**src/rtl/i2c_eeprom_slave.sv**
```systemverilog
// I2C slave emulating a 24C02-style serial EEPROM, oversampling SCL/SDA on clk.
// Latency: a pin transition reaches sda_oe_o 3 clk cycles later (2-flop sync + registered output).
// Backpressure: none; never stretches SCL, ACKs every byte once the device address matches.
module i2c_eeprom_slave #(
    parameter logic [6:0] ADDRESS   = 7'b1010_000,
    parameter int         MEM_BYTES = 256,
    parameter int         PAGE_SIZE = 8
) (
    input  logic clk,
    input  logic rst,
    input  logic scl_i,
    input  logic sda_i,
    output logic sda_oe_o,
    output logic busy_o
);

    localparam int AW = (MEM_BYTES > 1) ? $clog2(MEM_BYTES) : 1;
    localparam logic [AW-1:0] PAGE_MASK = AW'(PAGE_SIZE - 1);

    typedef enum logic [3:0] {
        ST_IDLE,
        ST_DEV,
        ST_ACK_DEV,
        ST_WADDR,
        ST_ACK_WADDR,
        ST_WDATA,
        ST_ACK_WDATA,
        ST_RDATA,
        ST_RACK,
        ST_WAIT
    } state_t;

    state_t          state_q, state_d;
    logic [2:0]      scl_sync_q, scl_sync_d;
    logic [2:0]      sda_sync_q, sda_sync_d;
    logic [3:0]      bit_cnt_q, bit_cnt_d;
    logic [7:0]      shift_q, shift_d;
    logic [AW-1:0]   ptr_q, ptr_d;
    logic            sda_oe_q, sda_oe_d;
    logic            busy_q, busy_d;
    logic            rw_q, rw_d;
    logic            mack_q, mack_d;

    // Storage holds the complement of each byte so that a zero-initialised
    // array (FPGA bitstream default, simulator power-up) reads as erased 8'hFF.
    logic [7:0]      mem_n_q [MEM_BYTES];
    logic            mem_we;
    logic [7:0]      rd_byte;
    logic [AW-1:0]   ptr_page_nxt;

    logic scl_now, scl_prv, sda_now, sda_prv;
    logic scl_rise, scl_fall, start_det, stop_det;

    // [0],[1] form the synchronizer; [2] is the previous synchronized sample.
    assign scl_now   = scl_sync_q[1];
    assign scl_prv   = scl_sync_q[2];
    assign sda_now   = sda_sync_q[1];
    assign sda_prv   = sda_sync_q[2];
    assign scl_rise  = scl_now & ~scl_prv;
    assign scl_fall  = ~scl_now & scl_prv;
    assign start_det = scl_now & scl_prv & sda_prv & ~sda_now;
    assign stop_det  = scl_now & scl_prv & ~sda_prv & sda_now;

    assign rd_byte      = ~mem_n_q[ptr_q];
    // Write pointer stays inside its page: keep upper bits, wrap the low bits.
    assign ptr_page_nxt = (ptr_q & ~PAGE_MASK) | ((ptr_q + 1'b1) & PAGE_MASK);

    assign sda_oe_o = sda_oe_q;
    assign busy_o   = busy_q;

    // State register and synchronizers; the bus idles high so sync flops reset to 1.
    always_ff @(posedge clk) begin
        if (rst) begin
            state_q    <= ST_IDLE;
            scl_sync_q <= 3'b111;
            sda_sync_q <= 3'b111;
            bit_cnt_q  <= '0;
            shift_q    <= '0;
            ptr_q      <= '0;
            sda_oe_q   <= 1'b0;
            busy_q     <= 1'b0;
            rw_q       <= 1'b0;
            mack_q     <= 1'b0;
        end else begin
            state_q    <= state_d;
            scl_sync_q <= scl_sync_d;
            sda_sync_q <= sda_sync_d;
            bit_cnt_q  <= bit_cnt_d;
            shift_q    <= shift_d;
            ptr_q      <= ptr_d;
            sda_oe_q   <= sda_oe_d;
            busy_q     <= busy_d;
            rw_q       <= rw_d;
            mack_q     <= mack_d;
        end
    end

    // Memory write port; contents deliberately survive rst.
    always_ff @(posedge clk) begin
        if (mem_we) begin
            mem_n_q[ptr_q] <= ~shift_q;
        end
    end

    // Next-state logic: START/STOP override everything, otherwise walk the byte protocol.
    always_comb begin
        state_d    = state_q;
        scl_sync_d = {scl_sync_q[1:0], scl_i};
        sda_sync_d = {sda_sync_q[1:0], sda_i};
        bit_cnt_d  = bit_cnt_q;
        shift_d    = shift_q;
        ptr_d      = ptr_q;
        sda_oe_d   = sda_oe_q;
        busy_d     = busy_q;
        rw_d       = rw_q;
        mack_d     = mack_q;
        mem_we     = 1'b0;

        if (stop_det) begin
            state_d   = ST_IDLE;
            bit_cnt_d = '0;
            sda_oe_d  = 1'b0;
            busy_d    = 1'b0;
        end else if (start_det) begin
            state_d   = ST_DEV;
            bit_cnt_d = '0;
            sda_oe_d  = 1'b0;
        end else begin
            unique case (state_q)
                ST_DEV, ST_WADDR, ST_WDATA: begin
                    if (scl_rise && bit_cnt_q < 4'd8) begin
                        shift_d   = {shift_q[6:0], sda_now};
                        bit_cnt_d = bit_cnt_q + 4'd1;
                    end else if (scl_fall && bit_cnt_q == 4'd8) begin
                        bit_cnt_d = '0;
                        if (state_q == ST_DEV) begin
                            if (shift_q[7:1] == ADDRESS) begin
                                state_d  = ST_ACK_DEV;
                                sda_oe_d = 1'b1;
                                busy_d   = 1'b1;
                                rw_d     = shift_q[0];
                            end else begin
                                state_d  = ST_IDLE;
                                sda_oe_d = 1'b0;
                                busy_d   = 1'b0;
                            end
                        end else if (state_q == ST_WADDR) begin
                            state_d  = ST_ACK_WADDR;
                            ptr_d    = shift_q[AW-1:0];
                            sda_oe_d = 1'b1;
                        end else begin
                            state_d  = ST_ACK_WDATA;
                            mem_we   = 1'b1;
                            ptr_d    = ptr_page_nxt;
                            sda_oe_d = 1'b1;
                        end
                    end
                end
                ST_ACK_DEV, ST_ACK_WADDR, ST_ACK_WDATA: begin
                    if (scl_fall) begin
                        bit_cnt_d = '0;
                        if (state_q == ST_ACK_DEV && rw_q) begin
                            state_d  = ST_RDATA;
                            shift_d  = rd_byte;
                            ptr_d    = ptr_q + 1'b1;
                            sda_oe_d = ~rd_byte[7];
                        end else begin
                            state_d  = (state_q == ST_ACK_DEV) ? ST_WADDR : ST_WDATA;
                            sda_oe_d = 1'b0;
                        end
                    end
                end
                ST_RDATA: begin
                    if (scl_rise) begin
                        bit_cnt_d = bit_cnt_q + 4'd1;
                    end else if (scl_fall) begin
                        if (bit_cnt_q == 4'd8) begin
                            state_d   = ST_RACK;
                            bit_cnt_d = '0;
                            sda_oe_d  = 1'b0;
                        end else begin
                            shift_d  = {shift_q[6:0], 1'b0};
                            sda_oe_d = ~shift_q[6];
                        end
                    end
                end
                ST_RACK: begin
                    if (scl_rise) begin
                        mack_d = ~sda_now;
                    end else if (scl_fall) begin
                        bit_cnt_d = '0;
                        if (mack_q) begin
                            state_d  = ST_RDATA;
                            shift_d  = rd_byte;
                            ptr_d    = ptr_q + 1'b1;
                            sda_oe_d = ~rd_byte[7];
                        end else begin
                            state_d  = ST_WAIT;
                            sda_oe_d = 1'b0;
                        end
                    end
                end
                default: begin
                    // IDLE and WAIT only leave on START/STOP, handled above.
                end
            endcase
        end
    end

endmodule

```
**config.mk**
```make
export PLATFORM = sky130hd
export DESIGN_NAME = i2c_eeprom_slave
export DESIGN_NICKNAME = d
export VERILOG_FILES = /design/src/rtl/i2c_eeprom_slave.sv
export SDC_FILE = /design/constraint.sdc
export NUM_CORES = 2
export LEC_CHECK = 0
export CAP_MARGIN = 5
export CORE_MARGIN = 4
export CORE_UTILIZATION = 30
export DETAILED_ROUTE_END_ITERATION = 8
export GPL_TIMING_DRIVEN = 0
export SLEW_MARGIN = 20
export SYNTH_ARGS = -nofsm -noshare
export SYNTH_HDL_FRONTEND = slang
export SYNTH_SLANG_ARGS = --single-unit
```
**constraint.sdc**
```tcl
create_clock -name clk -period 5.44 [get_ports clk]
set_input_delay 0.544 -clock clk [delete_from_list [all_inputs] [get_ports clk]]
set_output_delay 0.544 -clock clk [all_outputs]
set_load 0.05 [all_outputs]
```
Yosys cells after proc, flatten, opt, wreduce, memory -nomap -nowiden
Memories as Yosys holds them, arrays and structs flattened. A register that Yosys moved wholly into a read port is not among the register bits.
Index checks and enable logic that the tools add are counted.
Operators by class
  add/sub/neg operators: 2
  $mul: 0
  divide/modulo/power cells: 0
  order comparisons: 1
  eq/ne operators: 34
  shift operators: 0
  muxes and demuxes: 68
  bitwise logic cells: 19
  reductions and logical operators: 19
Operators by type and width (count)
  2-to-1 mux 8 bit: 20
  2-to-1 mux 4 bit: 17
  inequality test 3 bit (second input constant): 11
  case mux 4 bit (4 select lines): 2
  case mux 8 bit (4 select lines): 1
  inequality test 2 bit (second input constant): 13
  case mux 8 bit (3 select lines): 1
  2-to-1 mux 1 bit: 22
  AND reduction 9 bit: 2
  == test 4 x 3 -> 1 bit (second input constant): 4
  NOT 8 bit: 2
  AND reduction 12 bit: 1
  AND reduction 11 bit: 1
  AND reduction 5 bit: 2
  NOT 1 bit: 9
  OR reduction 3 bit: 3
  adder 8 x 1 -> 8 bit (second input constant): 1
  == test 4 x 2 -> 1 bit (second input constant): 2
  == test 4 bit (second input constant): 2
  OR 8 x 3 -> 8 bit: 1
  AND reduction 8 bit: 1
  AND 1 bit: 7
  == test 7 bit (second input constant): 1
  AND reduction 7 bit: 1
  12 further kinds: 16
Storage, ports and cells
  register bits after elaboration: 34
  bits in latches: 0
  RAM bits: 2048
  bits in read-only memories: 0
  output and inout bits: 2
  word-level logic and storage cells: 155
  memories kept: 1
Memory list
  mem_n_q: depth 256, width 8, rd ports 1, clocked after memory_dff 1, write ports 1, line 46  | logic [7:0] mem_n_q [MEM_BYTES];

Longest topological paths before layout
  depth in word-level cells: 10
  mapped depth: 13
  depth with buffers taken out: 9

Least setup slack after synthesis
Ideal clock, no wire load.
  path kind: register to register
  start point: register shift_q[3]
  end point: register sda_oe_q (netlist: sda_oe_o)
  library setup time: 0.058 ns
  arrival: 4.299 ns
  required time: 5.382 ns
  path slack: 1.084 ns
  stages on the path, launching flop included: 8
  path buffers: 0
  clock period less this slack: 4.356 ns
  cell sequence: dfxtp_1 > inv_1 > nand4_1 > nor4_1 > o211ai_1 > o31a_1 > o31ai_1 > a21o_1
Between the ends
  word-level cells in the longest chain between the ends: 6
RTL lines
  from (decl): line 37  | logic [7:0] shift_q, shift_d;
  from (signal assigned): line 89  | shift_q <= shift_d;
  == test 7 bit: line 137  | if (shift_q[7:1] == ADDRESS) begin
  2-to-1 mux 1 bit: line 137
  2-to-1 mux 1 bit: line 136  | if (state_q == ST_DEV) begin
  2-to-1 mux 1 bit: line 134  | end else if (scl_fall && bit_cnt_q == 4'd8) begin
  2-to-1 mux 1 bit: line 131  | if (scl_rise && bit_cnt_q < 4'd8) begin
  case mux 1 bit (4 select lines): line 129  | unique case (state_q)
  to (signal assigned): line 91  | sda_oe_q <= sda_oe_d;
  to (decl): line 39  | logic sda_oe_q, sda_oe_d;
Every way passes these cells. The select of a mux whose other input is x is not followed.
A chain may end at the register's enable or synchronous reset.

Worst setup path in the final report
  start point: register state_q[3]
  end point: memory mem_n_q[161][3] (enable)
Between the ends
  word-level cells in the longest chain between the ends: 10
  elaborated cells on any way between the ends: 13
RTL lines
  from (decl): line 33  | state_t state_q, state_d;
  from (signal assigned): line 85  | state_q <= state_d;
  == test 4 x 2 -> 1 bit: line 129, 147
  2-to-1 mux 1 bit: line 147  | end else if (state_q == ST_WADDR) begin
  2-to-1 mux 1 bit: line 136
  2-to-1 mux 1 bit: line 134
  2-to-1 mux 1 bit: line 131
  2-to-1 mux 1 bit (*): line 129
  2-to-1 mux 1 bit (*): line 124  | end else if (start_det) begin
  2-to-1 mux 1 bit (*): line 119  | if (stop_det) begin
  2-to-1 mux 1 bit (*): line 100  | if (mem_we) begin
  2-to-1 mux 1 bit (not written as such) (*): line 101  | mem_n_q[ptr_q] <= ~shift_q;
  to (decl): line 46
Mark *: on every way between the ends. The rest lies on a longest branch, timed or not.

==> summary.md <==
| Metric | Value |
|---|---|
| Outcome | `finished, final reports clean` |
| VDD IR max | `0.296 mV` |
| Setup CP Type | `reg2reg` |
| Congestion Overflow GR | `0` |
| Primary FF master, synth | `edfxtp_1` |
| Count of final setup violators | `0` |
| Syn Area/Cell | `21.0 um2` |
| CTS Root Cell | `clkbuf_16` |
| Pre-CTS setup slack | `0.492 ns` |
| GRT Total Usage | `around 17%` |
| Fraction of layout cells with a size suffix above 1 | `24.1%` |
| Netlist cell types | `between 70 and 80` |
| Setup crit start kind | `flop` |
| Fraction of the mapped netlist area in simple logic gates | `3.10%` |
| Layout Nets | `about 4,100` |
| Register area share after synthesis | `76.6%` |
| Syn_nets | `3,887` |
| Pins over their slew limit | `0` |
| H-Tree Depth | `4` |
| Initial antenna violation count | `8` |
| IO Pins | `6` |
| Critical path peak fanout | `10` |
| Die height | `529 um` |
| Class of the worst hold path | `in2reg` |
| DP Cell Count | `7,448` |
| Cell Area, Synth | `between 80,000 and 90,000 um2` |
| Critical Path RT | `5.88 ns` |
| CP endpoint kind | `flop` |
| DP HPWL | `163,000 um` |
| Core footprint | `269,000 um2` |
| Power Density | `between 400 and 500 nW/um2` |
| Worst slew margin | `7.80%` |
| Worst setup margin | `0.382 ns` |
| Post-synthesis mux area share | `15.5%` |
| Async SR Flop Fraction | `0%` |
| Fmax achieved | `198 MHz` |
| Arrival @ worst endpoint | `5.50 ns` |
| Post-synth EDFFs | `2,048` |
| Tmin final | `5.06 ns` |
| Post-synthesis compound-gate area fraction | `2.97%` |
| Post-synth top area share | `75.6%` |
| Worst slew pin tran | `around 1.4 ns` |
| DR vias | `42,800` |
| Most frequent cells in the layout | `2,048 x edfxtp_1, 517 x mux4_2, 266 x nor2_1` |
| Synth area leaders | `edfxtp_1 76%, mux4_2 14%, nor2_1 1.3%, mux2i_1 1.0%, dfxtp_1 1.0%` |
| Via density | `5.45` |
| WL/cell | `around 31 um` |
| DRC | `0` |
| Max clock buf depth | `3` |
| Max-cap violations | `0` |
| Commonest non-fill, non-tap cell in the layout | `edfxtp_1` |
| Synth Warn # | `0` |
| First-pass GRT wire length | `340,000 um` |
| RSZ-0062 raised after global routing | `no` |
| Post-route insts no fill | `7,847` |
| Hold Fails Final Rpt | `0` |
| Largest net degree at the start of global routing | `~160` |
| Largest family of logic cells by synthesized area | `multiplexers` |
| 1st-iter DRT viols | `6,491` |
| Site Rows | `190` |
| Post-CTS Setup Inserts | `0` |
| Vias in the first global route | `42,200` |
| LEAKAGE | `26.9 nW` |
| Post-synthesis cell count | `roughly 3,900` |
| Clk_lat worst skew | `around 0.84 ns` |
| Synth Area in XOR/XNOR | `0%` |
| Pre-antenna DRT Iters | `6` |
| TritonCTS buffer count | `211` |
| Fin crit share | `93.0%` |
| Initial Utilization | `a little under a third` |
| CTS Sinks | `roughly 2,100` |
| Port Buffer Count | `4` |
| Die X | `529 um` |
| Routability cong. | `0.937` |
| Synth area leader | `edfxtp_1` |
| CTS resizes | `0` |
| Synth Register Bits | `2,090` |
| Area Growth Syn to Fin | `14.4%` |
| Synth Area in Adders | `0.138%` |
| Die ar. | `280,000 um2` |
| Fillers | `roughly 25,000` |
| Clock-pin slew on the worst setup and hold paths | `0.06 ns` |
| Post-CTS Hold Buffers | `0` |
| Post-route ant nets | `0` |
| CTS tree | `done` |
| Routed WL | `246,000 um` |
| Clk_skew | `0.0285 ns` |
[per-layer routing]
| metal | vias to the layer above | part of all wire, % | track usage, % |
|---|---|---|---|
| li1 | 16700 | - | - |
| met3 | 546 | 11 | 4.69 |
| met4 | 2 | 5.3 | 8.11 |
| met2 | 2646 | 45 | 26.4 |
| met5 | - | 0.0028 | 0 |
| met1 | 22900 | 38 | 22.9 |
[metrics by stage]
stage               utilization (%)  hold WS, ns  setup TNS (ns)  power (W)  cell area (um2)
finish                         34.6        0.278               0     0.0374            93100
CTS                            34.6        0.229               0     0.0375            93000
global route                   34.6        0.257               0     0.0385            93100
global placement               31.9        0.401        -3607.38     0.0241            85800
floorplan                         -        0.389               0     0.0220            81300
detailed placement             32.1        0.400               0     0.0237            86400
[kinds of logic after synthesis]
family / Yosys count
buffers and inverters: 259
DFF: 2090
adders and majority gates: 9
AOI/OAI and AO/OA: 329
muxes: 613
and+or+nand+nor: 574
[worst max-delay path: stages, from the launching register on]
cell      delay [ns]
dfxtp_1         0.29
buf_2           0.18
nand2b_1        0.16
clkbuf_1        0.22
nor4_2          0.62
nand3_1         0.41
nor3_1          1.00
nand2_1         0.52
clkbuf_1        0.44
nor2_1          0.82
[power by group]
part / internal [W] / leakage, nW / switching (W)
clock network: 0.00790 / 3.26 / 0.00616
registers: 0.0192 / 18.2 / 0.0000679
logic: 0.00100 / 5.37 / 0.00307
[synthesized netlist by cell type, types with 5 or more instances]
cell      instances
buf_2            64
nand3_1          26
o221a_2           5
a31oi_1          16
nor3_1           43
mux4_2          517
nand2_1         124
a221oi_1         31
o22ai_1          48
nor4_1           12
o21ai_0          18
nor2b_1          24
dfxtp_1          42
buf_4            28
nand4_1           5
buf_1            24
and3_1            5
o31a_1            8
or2_2            12
nor2_1          283
a22o_1           27
mux2_2           11
and2_1            9
inv_1            22
o221ai_1         11
a21oi_1          48
buf_6            22
a22oi_1          43
clkbuf_1         96
a221o_1           6
a211oi_1         30
edfxtp_1       2048
mux2i_1          85
nand2b_1         14
o211ai_1          5
ha_1              9
[cell type report]
type                            instances  area (um2)  share of cell area (%)
Clock inverter                        119         892                   0.959
Antenna cell                            3        7.51                 0.00807
Sequential cell                      2090       62300                    67.0
Tap cell                             3552        4440                    4.78
Timing Repair Buffer                   25         480                   0.516
Buffer                                235        1270                    1.37
Inverter                               24         150                   0.161
Clock buffer                          274        5750                    6.17
Multi-Input combinational cell       1525       17700                    19.1
[sequential cells by signal, summed over array words and instances, names as in the netlist, named ones only]
register and count:
bit_cnt_q 4, busy_o 1, mack_q 1, mem_n_q 2048
ptr_q 8, rw_q 1, scl_sync_q 3, sda_oe_o 1
sda_sync_q 3, shift_q 8, state_q 4
[path summary, 6_finish.rpt]
check | start | to | depth (start not counted) | slack, ns
worst min register to register | sda_sync_q[0] | sda_sync_q[1] | 1 | 0.41
worst max register to register | state_q[3] | mem_n_q[161][3] | 9 | 0.38
worst max-delay path | state_q[3] | mem_n_q[161][3] | 9 | 0.38
worst min-delay path | scl_i | scl_sync_q[0] | 2 | 0.28
Note: power is estimated with default switching activity, not from simulation.
